**config.mk**
```make
export PLATFORM = sky130hd
export DESIGN_NAME = hvac_sequencer_flat
export DESIGN_NICKNAME = d
export VERILOG_FILES = /design/src/rtl/hvac_sequencer_if.sv /design/src/rtl/hvac_sequencer.sv /design/src/flat_wrapper.sv
export SDC_FILE = /design/constraint.sdc
export NUM_CORES = 1
export LEC_CHECK = 0
export CAP_MARGIN = 20
export CELL_PAD_IN_SITES_DETAIL_PLACEMENT = 1
export CELL_PAD_IN_SITES_GLOBAL_PLACEMENT = 1
export CORE_MARGIN = 5
export CORE_UTILIZATION = 39
export DETAILED_ROUTE_END_ITERATION = 7
export PLACE_DENSITY_LB_ADDON = 0.1
export SLEW_MARGIN = 40
export SYNTH_ARGS = -nofsm -noshare
export SYNTH_HDL_FRONTEND = slang
export SYNTH_SLANG_ARGS = --single-unit
```
**constraint.sdc**
```tcl
create_clock -name clk -period 2.5 [get_ports clk]
set_clock_uncertainty 0.05 [all_clocks]
set_input_delay 0.625 -clock clk [delete_from_list [all_inputs] [get_ports clk]]
set_output_delay 0.625 -clock clk [all_outputs]
set_load 0.005 [all_outputs]
```
**src/rtl/hvac_sequencer_if.sv**
```systemverilog
// hvac_sequencer_if: RUN/temperature inputs and actuator/status outputs of the HVAC sequencer
interface hvac_sequencer_if #(parameter int W = 8);
   logic         RUN;
   logic [W-1:0] TEMP;
   logic [W-1:0] SETPOINT;
   logic         HEAT;
   logic         COOL;
   logic         FAN;
   logic [2:0]   STATE;
   logic         BUSY;
   modport master (output RUN, TEMP, SETPOINT, input HEAT, COOL, FAN, STATE, BUSY);
   modport slave  (input RUN, TEMP, SETPOINT, output HEAT, COOL, FAN, STATE, BUSY);
endinterface

```
**src/rtl/hvac_sequencer.sv**
```systemverilog
// hvac_sequencer: heater/cooler/fan sequencing with hysteresis, pre/post ventilation,
// minimum on time and lockout; outputs are registered from the next state
module hvac_sequencer #(
   parameter int W        = 8,
   parameter int HYST     = 2,
   parameter int PRE_CYC  = 4,
   parameter int POST_CYC = 8,
   parameter int MIN_ON   = 16,
   parameter int MIN_OFF  = 16,
   parameter int CW       = 16
) (
   input logic            clk,
   input logic            rst,
   hvac_sequencer_if.slave bus
);
   typedef enum logic [2:0] {
      S_IDLE = 3'd0, S_PRE = 3'd1, S_HEAT = 3'd2, S_COOL = 3'd3, S_POST = 3'd4, S_LOCK = 3'd5
   } state_e;
   localparam logic signed [W+1:0] HY = (W+2)'(HYST);
   state_e              state_q, state_d;
   logic [CW-1:0]       cnt_q, cnt_d;
   logic                cool_mode_q, cool_mode_d;
   logic                heat_q, cool_q, fan_q, busy_q;
   logic                heat_d, cool_d, fan_d, busy_d;
   logic signed [W+1:0] temp_s, sp_s;
   logic                heat_req, cool_req, min_on_met;
   // two guard bits keep SETPOINT +/- HYST from wrapping at either end of the range
   assign temp_s     = $signed({2'b00, bus.TEMP});
   assign sp_s       = $signed({2'b00, bus.SETPOINT});
   assign heat_req   = temp_s < sp_s - HY;
   assign cool_req   = temp_s > sp_s + HY;
   assign min_on_met = cnt_q >= CW'(MIN_ON - 1);
   always_ff @(posedge clk or posedge rst) begin
      if (rst) begin
         state_q     <= S_IDLE;
         cnt_q       <= '0;
         cool_mode_q <= 1'b0;
         heat_q      <= 1'b0;
         cool_q      <= 1'b0;
         fan_q       <= 1'b0;
         busy_q      <= 1'b0;
      end else begin
         state_q     <= state_d;
         cnt_q       <= cnt_d;
         cool_mode_q <= cool_mode_d;
         heat_q      <= heat_d;
         cool_q      <= cool_d;
         fan_q       <= fan_d;
         busy_q      <= busy_d;
      end
   end
   always_comb begin
      state_d     = S_IDLE;
      cool_mode_d = cool_mode_q;
      case (state_q)
         S_IDLE: if (bus.RUN && (heat_req || cool_req)) begin
            state_d     = S_PRE;
            cool_mode_d = cool_req;
         end
         S_PRE:  state_d = !bus.RUN ? S_IDLE :
                           cnt_q == CW'(PRE_CYC - 1) ? (cool_mode_q ? S_COOL : S_HEAT) : S_PRE;
         S_HEAT: state_d = (!bus.RUN || (min_on_met && bus.TEMP >= bus.SETPOINT)) ? S_POST : S_HEAT;
         S_COOL: state_d = (!bus.RUN || (min_on_met && bus.TEMP <= bus.SETPOINT)) ? S_POST : S_COOL;
         S_POST: state_d = cnt_q == CW'(POST_CYC - 1) ? S_LOCK : S_POST;
         S_LOCK: state_d = cnt_q == CW'(MIN_OFF - 1) ? S_IDLE : S_LOCK;
         default: state_d = S_IDLE;
      endcase
      cnt_d = state_d != state_q ? '0 :
              (state_q inside {S_HEAT, S_COOL}) && min_on_met ? cnt_q : cnt_q + CW'(1);
   end
   always_comb begin
      heat_d = state_d == S_HEAT;
      cool_d = state_d == S_COOL;
      fan_d  = state_d inside {S_PRE, S_HEAT, S_COOL, S_POST};
      busy_d = state_d != S_IDLE;
   end
   assign bus.HEAT  = heat_q;
   assign bus.COOL  = cool_q;
   assign bus.FAN   = fan_q;
   assign bus.STATE = state_q;
   assign bus.BUSY  = busy_q;
endmodule

```
**src/flat_wrapper.sv**
```systemverilog
// flat-port wrapper written by rule: the top's interface ports become plain ports
module hvac_sequencer_flat 
#(
   parameter int W        = 8,
   parameter int HYST     = 2,
   parameter int PRE_CYC  = 4,
   parameter int POST_CYC = 8,
   parameter int MIN_ON   = 16,
   parameter int MIN_OFF  = 16,
   parameter int CW       = 16
)
  (clk, rst, bus_RUN, bus_TEMP, bus_SETPOINT, bus_HEAT, bus_COOL, bus_FAN, bus_STATE, bus_BUSY);
  hvac_sequencer_if #(.W(W)) bus_i ();
  input logic clk;
  input logic rst;
  input wire logic [$bits(bus_i.RUN)-1:0] bus_RUN;
  input wire logic [$bits(bus_i.TEMP)-1:0] bus_TEMP;
  input wire logic [$bits(bus_i.SETPOINT)-1:0] bus_SETPOINT;
  output wire logic [$bits(bus_i.HEAT)-1:0] bus_HEAT;
  output wire logic [$bits(bus_i.COOL)-1:0] bus_COOL;
  output wire logic [$bits(bus_i.FAN)-1:0] bus_FAN;
  output wire logic [$bits(bus_i.STATE)-1:0] bus_STATE;
  output wire logic [$bits(bus_i.BUSY)-1:0] bus_BUSY;
  assign bus_i.RUN = bus_RUN;
  assign bus_i.TEMP = bus_TEMP;
  assign bus_i.SETPOINT = bus_SETPOINT;
  assign bus_HEAT = bus_i.HEAT;
  assign bus_COOL = bus_i.COOL;
  assign bus_FAN = bus_i.FAN;
  assign bus_STATE = bus_i.STATE;
  assign bus_BUSY = bus_i.BUSY;
  hvac_sequencer #(.W(W), .HYST(HYST), .PRE_CYC(PRE_CYC), .POST_CYC(POST_CYC), .MIN_ON(MIN_ON), .MIN_OFF(MIN_OFF), .CW(CW)) u_core (.clk(clk), .rst(rst), .bus(bus_i));
endmodule
```
## Word-level counts from Yosys, hierarchy flattened

Cells that the tools add are included.
W data, S select, Z words.

| operators by class | value |
|---|---|
| muxes and demuxes | 11 |
| bitwise logic cells | 0 |
| reductions and logical operators | 13 |
| $lt $le $gt $ge | 5 |
| multiply operators | 0 |
| equality and inequality tests | 14 |
| shift-type cells | 0 |
| divide/modulo/power cells | 0 |
| add/sub/neg operators | 3 |

Operators by type and width:

| operator | count |
|---|---|
| $mux W16 | 2 |
| $pmux W3 S6 | 1 |
| $add A16 B1 Y16 const B | 1 |
| $eq A16 B2 Y1 const B | 1 |
| $eq A16 B3 Y1 const B | 1 |
| $eq A16 B4 Y1 const B | 1 |
| $ge A16 B4 Y1 const B | 1 |
| $mux W3 | 5 |
| $eq A3 B2 Y1 const B | 4 |
| $gt A9 B10 Y1 | 1 |
| $lt A9 B10 Y1 | 1 |
| $add A8 B2 Y9 const B | 1 |
| $eq A3 B3 Y1 const B | 3 |
| $sub A8 B2 Y9 const B | 1 |
| $ge A8 B8 Y1 | 1 |
| $le A8 B8 Y1 | 1 |
| $eq A3 B1 Y1 const B | 2 |
| $logic_and A1 B1 Y1 | 4 |
| $reduce_bool A4 Y1 | 1 |
| $logic_not A3 Y1 | 1 |
| $logic_or A1 B1 Y1 | 3 |
| $mux W1 | 3 |
| $ne A3 B3 Y1 | 1 |
| $reduce_bool A3 Y1 | 1 |
| 4 further kinds | 4 |

| word-level totals | value |
|---|---|
| memories | 0 |
| logic and storage cells | 53 |
| bits in registers | 24 |
| input port bits | 19 |
| memory bits (writable) | 0 |
| memory bits (read-only) | 0 |
| latch bits | 0 |

## Logic depth before layout (Yosys ltp)

Gate-level depths: netlist (run 1).

| logic depth | value |
|---|---|
| depth after elaboration | 8 |
| mapped depth | 13 |
| mapped depth without buffers | 11 |

## Worst setup path before layout (run 1)

OpenSTA, ideal clock, no wires.

| timing path | value |
|---|---|
| kind | input to register |
| start | input bus_SETPOINT[3] |
| end | register u_core.cnt_q[15] |
| arrival | 2.929 ns |
| path buffers | 2 |
| library setup time | 0.149 ns |
| stages | 10 |
| path slack | -0.628 ns |
| cell sequence | clkbuf_1 > inv_1 > ha_1 > o21ai_0 > a21oi_1 > o31ai_1 > a32o_1 > nor3b_1 > clkbuf_1 > nor4_2 |

| between the ends | value |
|---|---|
| cells in the longest elaborated chain, start to end | 8 |

Ends and longest elaborated chain:

| element | RTL line | text |
|---|---|---|
| from (decl) | flat_wrapper.sv:18 | `input wire logic [$bits(bus_i.SETPOINT)-1:0] bus_SETPOINT;` |
| $sub A8 B2 Y9 or $add A8 B2 Y9 (tied branches) | hvac_sequencer.sv:30, hvac_sequencer.sv:31 |  |
| $lt A9 B10 Y1 or $gt A9 B10 Y1 (tied branches) | hvac_sequencer.sv:30, hvac_sequencer.sv:31 |  |
| $logic_or A1 B1 Y1 | hvac_sequencer.sv:56 | `S_IDLE: if (bus.RUN && (heat_req \|\| cool_req)) begin` |
| $logic_and A1 B1 Y1 | hvac_sequencer.sv:56 |  |
| $mux W1 | hvac_sequencer.sv:56 |  |
| $pmux W3 S6 * | hvac_sequencer.sv:55 | `case (state_q)` |
| $ne A3 B3 Y1 * | hvac_sequencer.sv:68 | `cnt_d = state_d != state_q ? '0 :` |
| $ne A2 B1 Y1 (no line) or $mux W16 (tied branches) | - |  |
| to (signal assigned) | hvac_sequencer.sv:44 | `cnt_q <= cnt_d;` |
| to (decl) | hvac_sequencer.sv:21 | `logic [CW-1:0] cnt_q, cnt_d;` |

Mark *: on every way between the ends. The rest lies on a longest branch, timed or not.
A chain may end at the register's enable or synchronous reset.

## Worst setup path after layout (run 1)

| timing path | value |
|---|---|
| start | input bus_SETPOINT[5] |
| end | register u_core.cnt_q[13] |

The elaborated chain is that of the path after synthesis.

==> results of run 1 <==
## power groups by stage
stage | logic, mW | registers (mW) | clock network, mW
detailed placement | 0.993 | 0.538 | 0
CTS | 1.37 | 0.530 | 0.358
finish | 1.29 | 0.535 | 0.349
global route | 1.38 | 0.543 | 0.385
global placement | 0.968 | 0.539 | 0
floorplan | 0.551 | 0.533 | 0
## synthesized netlist by cell type (2+ instances only)
library cell / n / area, µm²
dfrtp_1: 24 / 601
inv_1: 14 / 52.6
xor2_1: 3 / 26.3
nand3_1: 12 / 60.1
clkbuf_1: 3 / 11.3
and4_1: 3 / 26.3
nor4b_1: 2 / 17.5
a21oi_1: 8 / 40.0
nand4_1: 5 / 31.3
nand2_1: 16 / 60.1
nand2b_1: 3 / 18.8
and3_1: 2 / 12.5
nor2b_1: 3 / 18.8
o21ai_0: 7 / 35.0
nor3_1: 7 / 35.0
nor4_2: 10 / 125
o211ai_1: 2 / 15.0
or4_4: 2 / 22.5
xnor2_1: 22 / 193
o21a_1: 2 / 15.0
or2_2: 2 / 12.5
nor2_1: 18 / 67.6
ha_1: 24 / 300
nor4_1: 9 / 56.3
a211oi_1: 2 / 15.0
mux2i_1: 2 / 20.0
## layout make-up
| type | instances | area, µm² |
|---|---|---|
| multi-input cells | 188 | 1850 |
| inverters | 14 | 61.3 |
| well taps | 72 | 90.1 |
| clock buffers | 3 | 41.3 |
| fillers | 575 | 1890 |
| flip-flops and latches | 24 | 601 |
| repair buffers | 94 | 833 |
| clock inverters | 1 | 30.0 |
## cells by family (layout without fill, tap and decap cells)
logic type | Yosys count | after routing | share of synthesized area
and+or+nand+nor | 103 | 103 | 0.308
AOI/OAI and AO/OA | 34 | 34 | 0.122
xor gates and xnor gates | 25 | 25 | 0.102
adders and majority gates | 24 | 24 | 0.140
DFF | 24 | 24 | 0.281
buffers and inverters | 19 | 112 | 0.0374
muxes | 2 | 2 | 0.00936
## registers in the layout, indices dropped and copies added, names as in the netlist
signal	count
u_core.bus.BUSY	1
u_core.bus.COOL	1
u_core.bus.FAN	1
u_core.cnt_q	16
u_core.bus.STATE	3
u_core.bus.HEAT	1
u_core.cool_mode_q	1
## per-layer routing
| layer | GRT usage | wire, µm | vias up |
|---|---|---|---|
| met2 | 0.384 | 3940 | 35 |
| met3 | 0.0306 | 236 | 14 |
| li1 | - | - | 1044 |
| met5 | 0 | 0 | - |
| met1 | 0.253 | 3070 | 1082 |
| met4 | 0.0614 | 133 | 0 |
## cells in the final DEF (no fill, tap or decap), types with 2 or more instances in the layout
master,n
xor2_1,3
buf_4,62
o21ai_1,2
buf_8,2
buf_12,3
o21ai_0,3
o21a_1,2
xnor2_1,19
nor4_4,12
and4_1,2
or4_4,2
nand2_1,16
nor4_2,8
inv_1,7
clkbuf_8,3
inv_2,5
nand2b_1,3
nand3_2,2
and3_1,2
nor3_1,6
clkdlybuf4s50_1,16
ha_4,5
a211oi_2,2
nand3_1,10
xnor2_2,3
buf_6,7
o21ai_2,2
a21oi_2,4
nor2_1,17
nand4_1,5
nor2b_1,3
dfrtp_1,24
ha_1,18
dlymetal6s2s_1,2
a21oi_1,3
o211ai_1,2
## critical path, stage by stage
cell	delay [ns]
buf_8	0.10
buf_6	0.11
nor4_4	0.31
nand2_1	0.15
xnor2_2	0.16
ha_1	0.30
o211ai_1	0.14
o2111ai_4	0.25
nand4_4	0.16
o2bb2ai_4	0.20
buf_12	0.16
nor4_4	0.20
## worst min-delay path by stage
stage	end	slack (ns)	depth (start not counted)
global route	u_core.cool_mode_q	0.54	2
CTS	u_core.cool_mode_q	0.50	2
global placement	u_core.cool_mode_q	0.48	2
finish	u_core.cool_mode_q	0.51	2
detailed placement	u_core.cool_mode_q	0.48	2
floorplan	u_core.cool_mode_q	0.45	2
## what timing repair did
action,CTS,global route
resized for setup,68,36
endpoints found under the setup margin,24,22
pin swaps,24,27
setup buffers,10,7
gates cloned,1,0
==> key figures, run 1 <==
Status
  • Status: finished with violations
  • Failing checks: negative setup slack

Power and ir drop
  • Power share of the sequential group: 0.246
  • Leak: 1.44 nW
  • Maximum VDD drop: 0.451 mV
  • Clock share of power: 0.160
  • Sw Ratio: 0.398
  • Combinational share of power: 0.594
  • Power Density: 620 nW/µm²
  • Total power: 2.18 mW
  • Net load switching power: 0.866 mW
  • Cell Int Power: 1.31 mW

Routing
  • DR DRC count: 0
  • Post-DR wirelength/cell: 18.6 µm
  • Total number of vias: 2175
  • ANT nets after route: 0
  • Final wirelength: 7390 µm
  • Vias per cell: 5.49
  • Initial drt markers: 45
  • Drt pass-1 iters: 4

Floorplanning
  • Die Wd: 84.1 µm
  • Core Rows: 27
  • Die area: 7070 µm²
  • Initial core utilization: 0.396
  • Die Y: 84.1 µm
  • Core area: 5410 µm²
  • IO Count: 26

Clocking
  • Cts hold-fix bufs: 0
  • H-tree levels: 1
  • TritonCTS clock tree: done
  • Clock slew at reported path FFs: 0.09 ns
  • Clock Sinks: 24
  • Deepest clock path buffer count: 2
  • CTS Buf Count: 3
  • Clock Latency Late Sink: 0.27 ns
  • Root buffer cell: clkbuf_8

STA
  • Hold Fails Final Rpt: 0
  • # setup viols final: 21
  • Fin Hold WS: 0.509 ns
  • RSZ-0062 raised after global routing: yes
  • Min Tclk post-route: 2.73 ns
  • Worst rel slew slack: 0.783
  • Setup ws final: -0.229 ns
  • Least-Margin Pin Slew: 0.320 ns
  • Setup TNS: -3.70 ns
  • Fin crit share: 1.09
  • Max-slew violations: 0
  • Max Freq: 0.366 GHz

Global routing
  • Initial antenna violation count: 0
  • First-pass GRT wire length: 12200 µm
  • Vias in the first global route: 2489
  • Pin count of the biggest net entering global routing: 25
  • GRT overflow: 0
  • Total Routing Usage GR: 0.211

Yosys
  • Post-synthesis net count: 274
  • Synth Cell Area: 2140 µm²
  • Yosys cell types: 50
  • EDFF count, synth: 0
  • Fraction of registers with async set/reset: 1.00
  • Top_reg_cell synth: dfrtp_1
  • Flops & latches, synth: 24
  • Synth Area per Inst: 9.26 µm²
  • Post-synthesis cell count: 231
  • Seq/Total Area, Yosys: 0.281
  • Syn. warnings: 0

Worst setup path
  • CP endpoint kind: register
  • FF-to-FF End: u_core.cnt_q[2]
  • Maximum fanout along the worst path: 6
  • Reg2Reg Launch Point: u_core.cnt_q[7]
  • Worst setup SP type: primary input
  • CP startpoint: bus_SETPOINT[5]
  • Crit path to: u_core.cnt_q[13]
  • Cells on worst reg2reg path: 7
  • Crit Path Category: primary input to register
  • R2R setup slack: -0.10 ns
  • Critical Path AT: 2.87 ns
  • CP required: 2.64 ns

Placed design
  • IO buf count: 25
  • Placed inst area: 2990 µm²
  • Placed cells: 378
  • DP Worst Slack: -1.16 ns
  • Final Wtd Congestion: 0.797
  • Post-DP HPWL: 5100 µm

Cells and area
  • # diodes: 0
  • Layout cell share with drive strength beyond 1: 0.444
  • Finished Layout Cells: 396
  • Finished Cell Area: 3510 µm²
  • Syn-to-layout area delta: 64.1%
  • Layout Utilization: 0.650
  • Fin nets: 368

Flow run
  • Max-cap viol count: 0

Worst hold path
  • Worst hold path type: register to register
  • Min-Delay Startpoint: u_core.cool_mode_q
(Power assumes the default switching activity.)
==> inputs of run 2 (changes only) <==
SKIP_CTS_REPAIR_TIMING = 1   (was not set)
==> key figures, run 2 (synthesis results as in run 1) <==
Power and ir drop
  • Net load switching power: 0.839 mW
  • Leak: 1.41 nW
  • Total power: 2.17 mW
  • Power share of the sequential group: 0.246
  • Clock share of power: 0.163
  • Power Density: 646 nW/µm²
  • Maximum VDD drop: 0.356 mV
  • Cell Int Power: 1.33 mW
  • Combinational share of power: 0.591
  • Sw Ratio: 0.387

Floorplanning
  • Die area: 7070 µm²
  • IO Count: 26
  • Core Rows: 27
  • Core area: 5410 µm²
  • Die Wd: 84.1 µm
  • Die Y: 84.1 µm
  • Initial core utilization: 0.396

Global routing
  • First-pass GRT wire length: 10900 µm
  • Initial antenna violation count: 0
  • Pin count of the biggest net entering global routing: 25
  • Vias in the first global route: 2245
  • Total Routing Usage GR: 0.186
  • GRT overflow: 0

Cells and area
  • Fin nets: 362
  • Syn-to-layout area delta: 56.7%
  • Most common cell after layout, fill and taps aside: buf_4
  • Most frequent cells in the layout: 55 x buf_4, 24 x dfrtp_1, 21 x ha_1
  • Biggest register: u_core.cnt_q
  • Layout Utilization: 0.620
  • # diodes: 0
  • Finished Layout Cells: 390
  • Fill count: 608
  • Layout cell share with drive strength beyond 1: 0.393
  • Register area: 601 µm²
  • Number of flip-flops in the largest register: 16
  • Area occupied by multi-input gates: 1720 µm²

Clocking
  • CTS Buf Count: 3
  • Clock Latency Late Sink: 0.28 ns
  • H-tree levels: 1
  • Deepest clock path buffer count: 2
  • Clock Sinks: 24
  • TritonCTS clock tree: done
  • Clock slew at reported path FFs: 0.10 ns
  • Root buffer cell: clkbuf_8

Placed design
  • IO buf count: 25
  • Final Wtd Congestion: 0.797
  • Post-DP HPWL: 5100 µm
  • Placed cells: 378

STA
  • Max-slew violations: 0
  • Fin Hold WS: 0.503 ns
  • # setup viols final: 21
  • Setup ws final: -0.311 ns
  • RSZ-0062 raised after global routing: yes
  • Min Tclk post-route: 2.81 ns
  • Fin crit share: 1.12
  • Least-Margin Pin Slew: 0.379 ns
  • Worst rel slew slack: 0.745
  • Setup TNS: -5.26 ns
  • Max Freq: 0.356 GHz
  • Hold Fails Final Rpt: 0

Routing
  • Vias per cell: 5.46
  • DR DRC count: 0
  • Post-DR wirelength/cell: 17.5 µm
  • Total number of vias: 2129
  • Final wirelength: 6820 µm
  • Drt pass-1 iters: 4
  • Initial drt markers: 57
  • ANT nets after route: 0

Worst setup path
  • Crit Path Category: primary input to register
  • CP endpoint kind: register
  • Worst setup SP type: primary input
  • CP required: 2.61 ns
  • Critical Path AT: 2.92 ns
  • Maximum fanout along the worst path: 5

Worst hold path
  • Worst hold path type: register to register

Flow run
  • Max-cap viol count: 0

Status
  • Failing checks: negative setup slack
  • Status: finished with violations
[run 2: stage by stage]
step / cell area (µm²) / worst slack [ns]
global route: 3350 / -0.402
detailed placement: 2990 / -1.16
CTS: 3060 / -0.884
finish: 3350 / -0.311
floorplan: 2240 / -0.186
global placement: 2990 / -1.00
[run 2: path summary, 6_finish.rpt]
kind	cells past startpoint	slack, ns	from	end
worst max register to register	7	-0.20	u_core.cnt_q[7]	u_core.cnt_q[9]
worst min-delay path	2	0.50	u_core.cool_mode_q	u_core.cool_mode_q
worst max-delay path	11	-0.31	bus_TEMP[4]	u_core.cnt_q[9]
min in group asynchronous	3	0.65	rst	u_core.cnt_q[4]
worst min register to register	2	0.50	u_core.cool_mode_q	u_core.cool_mode_q
max in group asynchronous	3	1.50	rst	u_core.cool_mode_q
[run 2: cell type report]
class	count	share of cell area
sequential	24	0.179
multi-input combinational	188	0.513
inverter	14	0.0190
clock buffer	3	0.0123
tap	72	0.0269
timing repair buffer	88	0.241
clock inverter	1	0.00896
[run 2: power by group through the flow]
stage	clock, mW	combinational (mW)	sequential, mW
finish	0.353	1.28	0.534
global route	0.382	1.37	0.543
CTS	0.358	1.01	0.530
detailed placement	0	0.993	0.538
global placement	0	0.968	0.539
floorplan	0	0.551	0.533
[run 2: per-layer routing]
layer / global-route usage / wire length, µm / vias up
li1: - / - / 1034
met1: 0.238 / 3110 / 1053
met2: 0.327 / 3430 / 31
met3: 0.0257 / 171 / 11
met4: 0.0468 / 107 / 0
met5: 0 / 0 / -
[run 2: critical path, stage by stage]
cell	delay (ns)
clkdlybuf4s50_1	0.44
ha_1	0.35
a211oi_2	0.26
o21ai_1	0.11
o211ai_1	0.19
buf_4	0.17
buf_6	0.09
nand4_1	0.13
o2bb2ai_4	0.29
clkbuf_16	0.21
nor4_4	0.04
